<file path="src/rtl/oc15_scheduler.sv">
// oc15_scheduler: round-robin arbiter that lends one shared 15-input ones
// counter to four requesters. The winner's operand is driven to the counter,
// held for SETTLE cycles, and the returned count is captured with the
// winner's index.
//
// Ports
//   clk        rising-edge clock
//   rst_n      synchronous active-low reset
//   req[3:0]   level request per requester, held until its gnt bit pulses
//   data[59:0] operand of requester i at bits [15*i+14 : 15*i]
//   gnt[3:0]   one-hot grant pulse (one cycle)
//   oc_in      operand driven to the shared ones counter
//   oc_cnt     count returned by the ones counter
//   res        captured ones count
//   res_id     requester index that owns res
//   res_valid  one-cycle pulse qualifying res/res_id
//   busy       high while an operation is in LOAD or SETTLE
module oc15_scheduler #(
  parameter int unsigned SETTLE = 3
) (
  input  logic        clk,
  input  logic        rst_n,
  input  logic [3:0]  req,
  input  logic [59:0] data,
  output logic [3:0]  gnt,
  output logic [14:0] oc_in,
  input  logic [3:0]  oc_cnt,
  output logic [3:0]  res,
  output logic [1:0]  res_id,
  output logic        res_valid,
  output logic        busy
);

  localparam int unsigned N_REQ = 4;
  localparam int unsigned OP_W  = 15;
  localparam int unsigned CNT_W = 4;

  typedef enum logic [1:0] {
    ST_IDLE   = 2'd0,
    ST_LOAD   = 2'd1,
    ST_SETTLE = 2'd2
  } state_e;

  state_e            state_q;
  logic [1:0]        ptr_q;
  logic [1:0]        id_q;
  logic [CNT_W-1:0]  cnt_q;
  logic [3:0]        gnt_q;
  logic [OP_W-1:0]   oc_in_q;
  logic [3:0]        res_q;
  logic [1:0]        res_id_q;
  logic              res_valid_q;
  logic              busy_q;

  logic [OP_W-1:0]   slice [N_REQ];
  logic              win_found;
  logic [1:0]        win_idx;
  logic [1:0]        cand;
  logic [1:0]        ptr_d;
  logic [3:0]        gnt_d;
  logic [OP_W-1:0]   oc_in_d;

  // Split the flat operand bus into per-requester slices.
  for (genvar g = 0; g < N_REQ; g++) begin : g_slice
    assign slice[g] = data[OP_W*g +: OP_W];
  end

  // Rotating priority search starting at ptr_q; the first hit wins.
  always_comb begin
    win_found = 1'b0;
    win_idx   = ptr_q;
    cand      = ptr_q;
    for (int i = 0; i < N_REQ; i++) begin
      cand = ptr_q + 2'(i);
      if (!win_found && req[cand]) begin
        win_found = 1'b1;
        win_idx   = cand;
      end
    end
    ptr_d   = win_idx + 2'd1;
    gnt_d   = 4'b0001 << win_idx;
    oc_in_d = slice[win_idx];
  end

  // Controller: grant, hold operand for SETTLE cycles, capture the count.
  always_ff @(posedge clk) begin
    if (!rst_n) begin
      state_q     <= ST_IDLE;
      ptr_q       <= 2'd0;
      id_q        <= 2'd0;
      cnt_q       <= '0;
      gnt_q       <= 4'd0;
      oc_in_q     <= '0;
      res_q       <= 4'd0;
      res_id_q    <= 2'd0;
      res_valid_q <= 1'b0;
      busy_q      <= 1'b0;
    end else begin
      res_valid_q <= 1'b0;
      case (state_q)
        ST_IDLE: begin
          if (win_found) begin
            state_q <= ST_LOAD;
            gnt_q   <= gnt_d;
            oc_in_q <= oc_in_d;
            id_q    <= win_idx;
            ptr_q   <= ptr_d;
            busy_q  <= 1'b1;
          end
        end
        ST_LOAD: begin
          gnt_q   <= 4'd0;
          cnt_q   <= CNT_W'(SETTLE - 1);
          state_q <= ST_SETTLE;
        end
        ST_SETTLE: begin
          if (cnt_q != '0) begin
            cnt_q <= cnt_q - CNT_W'(1);
          end else begin
            // oc_cnt is taken as-is; the counter has had SETTLE cycles.
            res_q       <= oc_cnt;
            res_id_q    <= id_q;
            res_valid_q <= 1'b1;
            busy_q      <= 1'b0;
            state_q     <= ST_IDLE;
          end
        end
        default: begin
          state_q <= ST_IDLE;
          gnt_q   <= 4'd0;
          busy_q  <= 1'b0;
        end
      endcase
    end
  end

  assign gnt       = gnt_q;
  assign oc_in     = oc_in_q;
  assign res       = res_q;
  assign res_id    = res_id_q;
  assign res_valid = res_valid_q;
  assign busy      = busy_q;

endmodule

</file>
<file path="config.mk">
export PLATFORM = sky130hd
export DESIGN_NAME = oc15_scheduler
export DESIGN_NICKNAME = d
export VERILOG_FILES = /design/src/rtl/oc15_scheduler.sv
export SDC_FILE = /design/constraint.sdc
export NUM_CORES = 1
export LEC_CHECK = 0
export ABC_AREA = 1
export BUFFER_PORTS_ARGS = -buffer_cell sky130_fd_sc_hd__buf_2
export CORE_AREA = 2 2 72 74
export CTS_BUF_LIST = sky130_fd_sc_hd__clkbuf_16
export DETAILED_ROUTE_END_ITERATION = 16
export DIE_AREA = 0 0 74 76
export PLACE_DENSITY = 0.84
export SLEW_MARGIN = 15
export SYNTH_ARGS = -nofsm -noshare
export SYNTH_HDL_FRONTEND = slang
export SYNTH_SLANG_ARGS = --single-unit
export TNS_END_PERCENT = 50
</file>
<file path="constraint.sdc">
create_clock -name clk -period 3.8 [get_ports clk]
set_input_delay 0.57 -clock clk [delete_from_list [all_inputs] [get_ports clk]]
set_output_delay 0.57 -clock clk [all_outputs]
set_load 0.005 [all_outputs]
</file>
==> results.sh, run 1 <==
export IMPL_ir_drop_mv=0.430
export IMPL_synth_area_mux_share_pct=0
export IMPL_syn_area_per_cell_sq_um=5.97
export IMPL_yosysTopAreaCell="dfxtp_1"
export IMPL_timing_rr_start="ptr_q[0]"
export IMPL_syn_inst=416
export IMPL_slowest_delay_ps=640
export IMPL_worstSkewPairLatency_ps=280
export IMPL_synthArstFlopShare_pct=0
export IMPL_wl_per_cell_microns=11.8
export IMPL_coreArea_sq_um=4910
export IMPL_synth_fp_nets=488
export IMPL_numPortBuffers=96
export IMPL_power_density_nw_per_um2=919
export IMPL_utilization_pct=63.0
export IMPL_design_area_sq_um=3100
export IMPL_pre_cts_ws_ps=1120
export IMPL_busiest_layer="met2"
export IMPL_synthFlopType="dfxtp_1"
export IMPL_path_common_cell="nand2_1"
export IMPL_hold_buffers=0
export IMPL_drc_errors=0
export IMPL_critPathLaunch="ptr_q[0]"
export IMPL_reg2reg_slack_ps=1070
export IMPL_cts_sinks=37
export IMPL_fin_ws_ps=1070
export IMPL_n_antenna_cell=0
export IMPL_max_slew_margin_pct=49.8
export IMPL_antenna_found_initial=0
export IMPL_post_dp_hpwl_mm=4.79
export IMPL_fp_dieArea_sq_um=5620
export IMPL_die_y_microns=76
export IMPL_rsz0062_at_grt="no"
export IMPL_synth_distinct_cells=26
export IMPL_setup_viol=0
export IMPL_synthTopCellsByArea="dfxtp_1 (30%), nand2_1 (22%), nand3_1 (16%), nor2_1 (7.3%), inv_1 (5.7%)"
export IMPL_finalHoldViolCount=0
export IMPL_cts_htree_levels=2
export IMPL_synth_simple_area_share_pct=50.6
export IMPL_cp_data_arrival_time_ps=2910
export IMPL_setup_tns_final_ps=0
export IMPL_cts_buffer_depth=2
export IMPL_synth_edff_count=0
export IMPL_post_cts_buffers=0
export IMPL_placementRows=26
export IMPL_grt_util_met2_pct=43.2
export IMPL_grt_overflow=0
export IMPL_endpoint="oc_in[14]"
export IMPL_grt_util_met3_pct=4.10
export IMPL_yosys_cell_count_top_type="nand2_1"
export IMPL_end_kind="flip-flop"
export IMPL_worstSetupPathType="reg -> reg"
export IMPL_routed_via_density=5.02
export IMPL_clk_pin_slew_worst_paths_ps=60
export IMPL_ys_seq_elements=37
export IMPL_period_share_pct=71.8
export IMPL_tightestPinTransition_ps=752
export IMPL_synth_top_cell_area_share_pct=29.8
export IMPL_num_nets_final=573
export IMPL_cts_tree="built"
export IMPL_drt_wl_total_mm=6.74
export IMPL_critPathLaunchType="flip-flop"
export IMPL_fin_total_pwr_mw=2.85
export IMPL_crit_slowest_cell="dfxtp_1"
export IMPL_crit_fanout=31
export IMPL_p_leak_nw=1.80
export IMPL_maxCapViolCount=0
export IMPL_yosys_warnings=0
export IMPL_grt_pass1_wl_mm=11.2
export IMPL_timing_fmax_mhz=367
export IMPL_die_w_microns=74
export IMPL_slew_viol_final=0
export IMPL_run_status="finished, final reports clean"
export IMPL_drt_iter0_markers=186
export IMPL_detail_route_antenna_nets=0
export IMPL_first_pass_iters=4
export IMPL_synth_compound_area_share_pct=6.35
export IMPL_grt_use_total_pct=24.6
export IMPL_numCtsBuffers=5
export IMPL_synth_xor_xnor_area_share_pct=0.353
export IMPL_layout_drive_gt1_share_pct=25.1
export IMPL_cts_root_buf="clkbuf_16"
export IMPL_place_area_sq_um=2930
export IMPL_fin_worst_skew_ps=5.46
export IMPL_synth_area_sq_um=2480
export IMPL_synth_top_family_by_area="simple AND/OR/NAND/NOR gates"
export IMPL_rr_endpoint="oc_in[14]"
export IMPL_area_growth_pct=24.7
export IMPL_min_period_ps=2730
export IMPL_grt_max_degree=35
export IMPL_r2r_cells=15
export IMPL_hold_path_class="reg -> reg"
export IMPL_synth_yosys_seq_area_share_pct=29.8
export IMPL_gr_usage_met1_pct=29.6
export IMPL_initial_core_util_pct=50.6
export IMPL_gp_congestion=0.914
export IMPL_ios=97
export IMPL_worstPathRequired_ps=3980
export IMPL_synth_adder_area_share_pct=1.01
export IMPL_grt_pass1_vias=2680
export IMPL_synth_common_cells="nand2_1 (144), nand3_1 (81), nor2_1 (48)"
export IMPL_path_cells="inv_2 -> nand2_1 -> nand3_1 -> nand2_2 -> nand2_1 -> nand2_1 -> nand2_1 -> nand2_2 -> nand2_4 -> nand2_1 -> nand2_1 -> nand2_1 -> nand3_1 -> nand2_1 -> inv_1"
export IMPL_num_vias=2869
export IMPL_post_cts_resized=0
[power breakdown]
part           switching, mW  internal, mW
sequential            0.0918         0.524
combinational           1.18         0.573
clock                  0.171         0.311
total                   1.44          1.41
[cell usage in the layout, fill, tap and decap left out, drive strengths merged]
cell type  synthesis  routed
nand4              3       3
xor2               1       1
clkbuf             3       5
o211ai             1       1
dfxtp             37      37
ha                 2       2
clkinvlp           0       1
nor2              49      49
o21ai             13      13
a21oi              8       8
nor3               1       1
o22ai              2       2
nand2            154     154
a211oi             1       1
buf               16      97
bufinv             0       1
a221oi             1       1
clkinv             0       1
inv               43      43
nand3             81      81
[how the worst min path moves through the flow]
stage / from / to / slack [ps] / depth (start not counted)
floorplan: cnt_q[0] / cnt_q[0] / 430 / 1
global placement: cnt_q[0] / cnt_q[0] / 440 / 1
detailed placement: cnt_q[0] / cnt_q[0] / 450 / 1
CTS: cnt_q[0] / cnt_q[0] / 460 / 1
global route: cnt_q[3] / cnt_q[3] / 490 / 2
finish: cnt_q[0] / cnt_q[0] / 460 / 1
[per-stage QoR]
step / hold slack, ps / std cells
detailed placement: 452 / 564
global route: 488 / 572
global placement: 441 / 564
floorplan: 426 / 416
finish: 455 / 572
CTS: 458 / 572
[cell type report]
cell class              count  area (sq um)
flip-flops and latches     37           741
multi-input cells         317          1450
clock buffers               5           125
fillers                   454          1820
well taps                  70          87.6
inverters                  43           161
repair buffers             97           488
clock inverters             3          46.3
[kinds of logic after synthesis]
family          Yosys count
compound gates           26
xor+xnor                  1
fa+ha+maj                 2
buf+inv                  62
flops                    37
simple gates            288
[critical path, delay by kind of cell (launching register included)]
| kind | cells | cell delay, ps |
|---|---|---|
| simple gates | 13 | 1710 |
| flops | 1 | 640 |
| buf+inv | 2 | 260 |
[state kept, by name, summed over array words and instances (netlist names), 2 cells and up]
name	flops
oc_in	15
cnt_q	4
gnt	4
res	4
id_q	2
ptr_q	2
res_id	2
state_q	2
[per-layer routing]
layer,wire (microns),share of wire [%]
met1,2830,42
met2,3390,50
met3,428,6.4
met4,89,1.3
met5,0,0
Power figures use the tool's default switching activity.
==> run 2: changes to the inputs <==
Settings changed: ABC_AREA 1 to 0, CORE_AREA 2 2 72 74 to 2 2 77 79, DIE_AREA 0 0 74 76 to 0 0 79 81, PLACE_DENSITY 0.84 to 0.76.
Clock period 3.8 ns to 2.3 ns, I/O delays scaled along.
==> run 2 against run 1 <==
Die area rose by 14%. Clock power rose by 60%. Combinational power fell by 59%. Setup slack got worse by 760 ps. Highest routed layer unchanged. Largest power group is now sequential cells. Via count fell by 15%.
==> results.sh, run 2 <==
export IMPL_run_status="finished, final reports clean"
export IMPL_worstSetupPathType="reg -> reg"
export IMPL_routed_via_density=5.70
export IMPL_detail_route_antenna_nets=0
export IMPL_path_cells="nor3b_1 -> nor3_2 -> o31ai_1 -> a21o_1 -> a21oi_1"
export IMPL_cp_data_arrival_time_ps=2190
export IMPL_synth_common_cells="dfxtp_1 (37), nor2_1 (26), a21oi_1 (21), o21ai_0 (21), a21o_1 (18)"
export IMPL_setup_viol=0
export IMPL_min_period_ps=1980
export IMPL_synth_compound_area_share_pct=35.6
export IMPL_grt_use_total_pct=21.2
export IMPL_antenna_found_initial=0
export IMPL_end_kind="flip-flop"
export IMPL_finalHoldViolCount=0
export IMPL_slew_viol_final=0
export IMPL_largest_register_ffs=15
export IMPL_worstPathRequired_ps=2510
export IMPL_reg2reg_slack_ps=320
export IMPL_synth_edff_count=0
export IMPL_drt_iter0_markers=170
export IMPL_fill_cells=548
export IMPL_synth_simple_area_share_pct=19.4
export IMPL_cts_htree_levels=2
export IMPL_synth_fp_nets=343
export IMPL_layout_drive_gt1_share_pct=38.0
export IMPL_rsz0062_at_grt="no"
export IMPL_cts_buffer_depth=2
export IMPL_clk_pin_slew_worst_paths_ps=60
export IMPL_layout_commonest_cell="buf_2"
export IMPL_yosys_cell_count_top_type="dfxtp_1"
export IMPL_wl_per_cell_microns=15.5
export IMPL_yosysTopAreaCell="dfxtp_1"
export IMPL_cts_tree="built"
export IMPL_coreArea_sq_um=5680
export IMPL_cts_sinks=37
export IMPL_slowest_delay_ps=740
export IMPL_drc_errors=0
export IMPL_synth_distinct_cells=47
export IMPL_num_nets_final=424
export IMPL_place_area_sq_um=2820
export IMPL_syn_area_per_cell_sq_um=8.85
export IMPL_maxCapViolCount=0
export IMPL_post_cts_resized=0
export IMPL_synth_xor_xnor_area_share_pct=0
export IMPL_die_y_microns=81
export IMPL_synth_adder_area_share_pct=1.04
export IMPL_r2r_cells=5
export IMPL_p_leak_nw=1.33
export IMPL_grt_max_degree=21
export IMPL_die_w_microns=79
export IMPL_crit_fanout=16
export IMPL_numPortBuffers=96
export IMPL_synth_area_sq_um=2400
export IMPL_placementRows=28
export IMPL_power_density_nw_per_um2=767
export IMPL_period_share_pct=86.2
export IMPL_initial_core_util_pct=42.2
export IMPL_ir_drop_mv=0.390
export IMPL_hold_path_class="in -> reg"
export IMPL_setup_tns_final_ps=0
export IMPL_design_area_sq_um=2980
export IMPL_crit_slowest_cell="nor3_2"
export IMPL_synthArstFlopShare_pct=0
export IMPL_post_cts_buffers=0
export IMPL_cts_root_buf="clkbuf_16"
export IMPL_final_cell_mix="buf_2 (96), dfxtp_1 (37), nor2_1 (26)"
export IMPL_fin_worst_skew_ps=5.98
export IMPL_timing_fmax_mhz=504
export IMPL_num_vias=2438
export IMPL_tightestPinTransition_ps=1080
export IMPL_fp_dieArea_sq_um=6400
export IMPL_drt_wl_total_mm=6.65
export IMPL_ios=97
export IMPL_post_dp_hpwl_mm=4.74
export IMPL_grt_overflow=0
export IMPL_synthFlopType="dfxtp_1"
export IMPL_gp_congestion=0.777
export IMPL_synth_area_mux_share_pct=4.18
export IMPL_synthTopCellsByArea="dfxtp_1 (31%), a21o_1 (5.6%), a221oi_2 (5.6%), buf_6 (4.7%), o31ai_1 (4.7%)"
export IMPL_ys_seq_elements=37
export IMPL_syn_inst=271
export IMPL_worstSkewPairLatency_ps=280
export IMPL_grt_pass1_vias=2266
export IMPL_first_pass_iters=4
export IMPL_synth_top_family_by_area="compound AO/OA/AOI/OAI gates"
export IMPL_numCtsBuffers=5
export IMPL_max_slew_margin_pct=27.6
export IMPL_area_growth_pct=24.4
export IMPL_synth_yosys_seq_area_share_pct=30.9
export IMPL_hold_buffers=0
export IMPL_critPathLaunchType="flip-flop"
export IMPL_n_antenna_cell=0
export IMPL_synth_top_cell_area_share_pct=30.9
export IMPL_holdPathStages=3
export IMPL_grt_pass1_wl_mm=10.6
export IMPL_yosys_warnings=0
run 2: metal layers:
metal / GRT usage, % / vias up / wire, microns
met3: 4.67 / 8 / 379
li1: - / 1185 / -
met1: 26.6 / 1165 / 2970
met5: 0 / - / 0
met2: 35.7 / 80 / 3200
met4: 7.93 / 0 / 105
run 2: logic make-up after synthesis:
kind of cell,Yosys count
AOI/OAI and AO/OA,109
and+or+nand+nor,82
DFF,37
buffers and inverters,31
muxes,10
adders and majority gates,2
run 2: worst paths after layout:
kind,start,endpoint
max reg2reg,ptr_q[0],oc_in[14]
max,ptr_q[0],oc_in[14]
min,oc_cnt[3],res[3]
min reg2reg,id_q[0],id_q[0]
run 2: critical path, delay by kind of cell, from the launching register on:
kind | cells | cell delay (ps)
AOI/OAI and AO/OA | 3 | 550
DFF | 1 | 420
and+or+nand+nor | 2 | 950
run 2: cell type report:
type                    instances  area (sq um)  share of cell area, %
inverters                       4          15.0                  0.504
clock buffers                   5           125                   4.20
repair buffers                101           518                   17.4
multi-input cells             203          1450                   48.6
well taps                      75          93.8                   3.15
clock inverters                 3          41.3                   1.38
flip-flops and latches         37           741                   24.8
run 2: metrics by stage:
stage,util (%),setup WS [ps],hold slack [ps],total power [mW],cells
2_1_floorplan,-,747,436,1.32,271
3_3_place_gp,49.6,275,452,1.51,420
3_5_place_dp,49.6,218,453,1.52,420
4_1_cts,52.5,339,301,2.30,428
5_1_grt,52.5,156,310,2.42,428
6_report,52.5,317,300,2.29,428
run 2: report_power, final:
part	internal (mW)	switching (mW)
registers	0.723	0.0717
clock network	0.507	0.263
logic	0.319	0.402
total	1.55	0.737
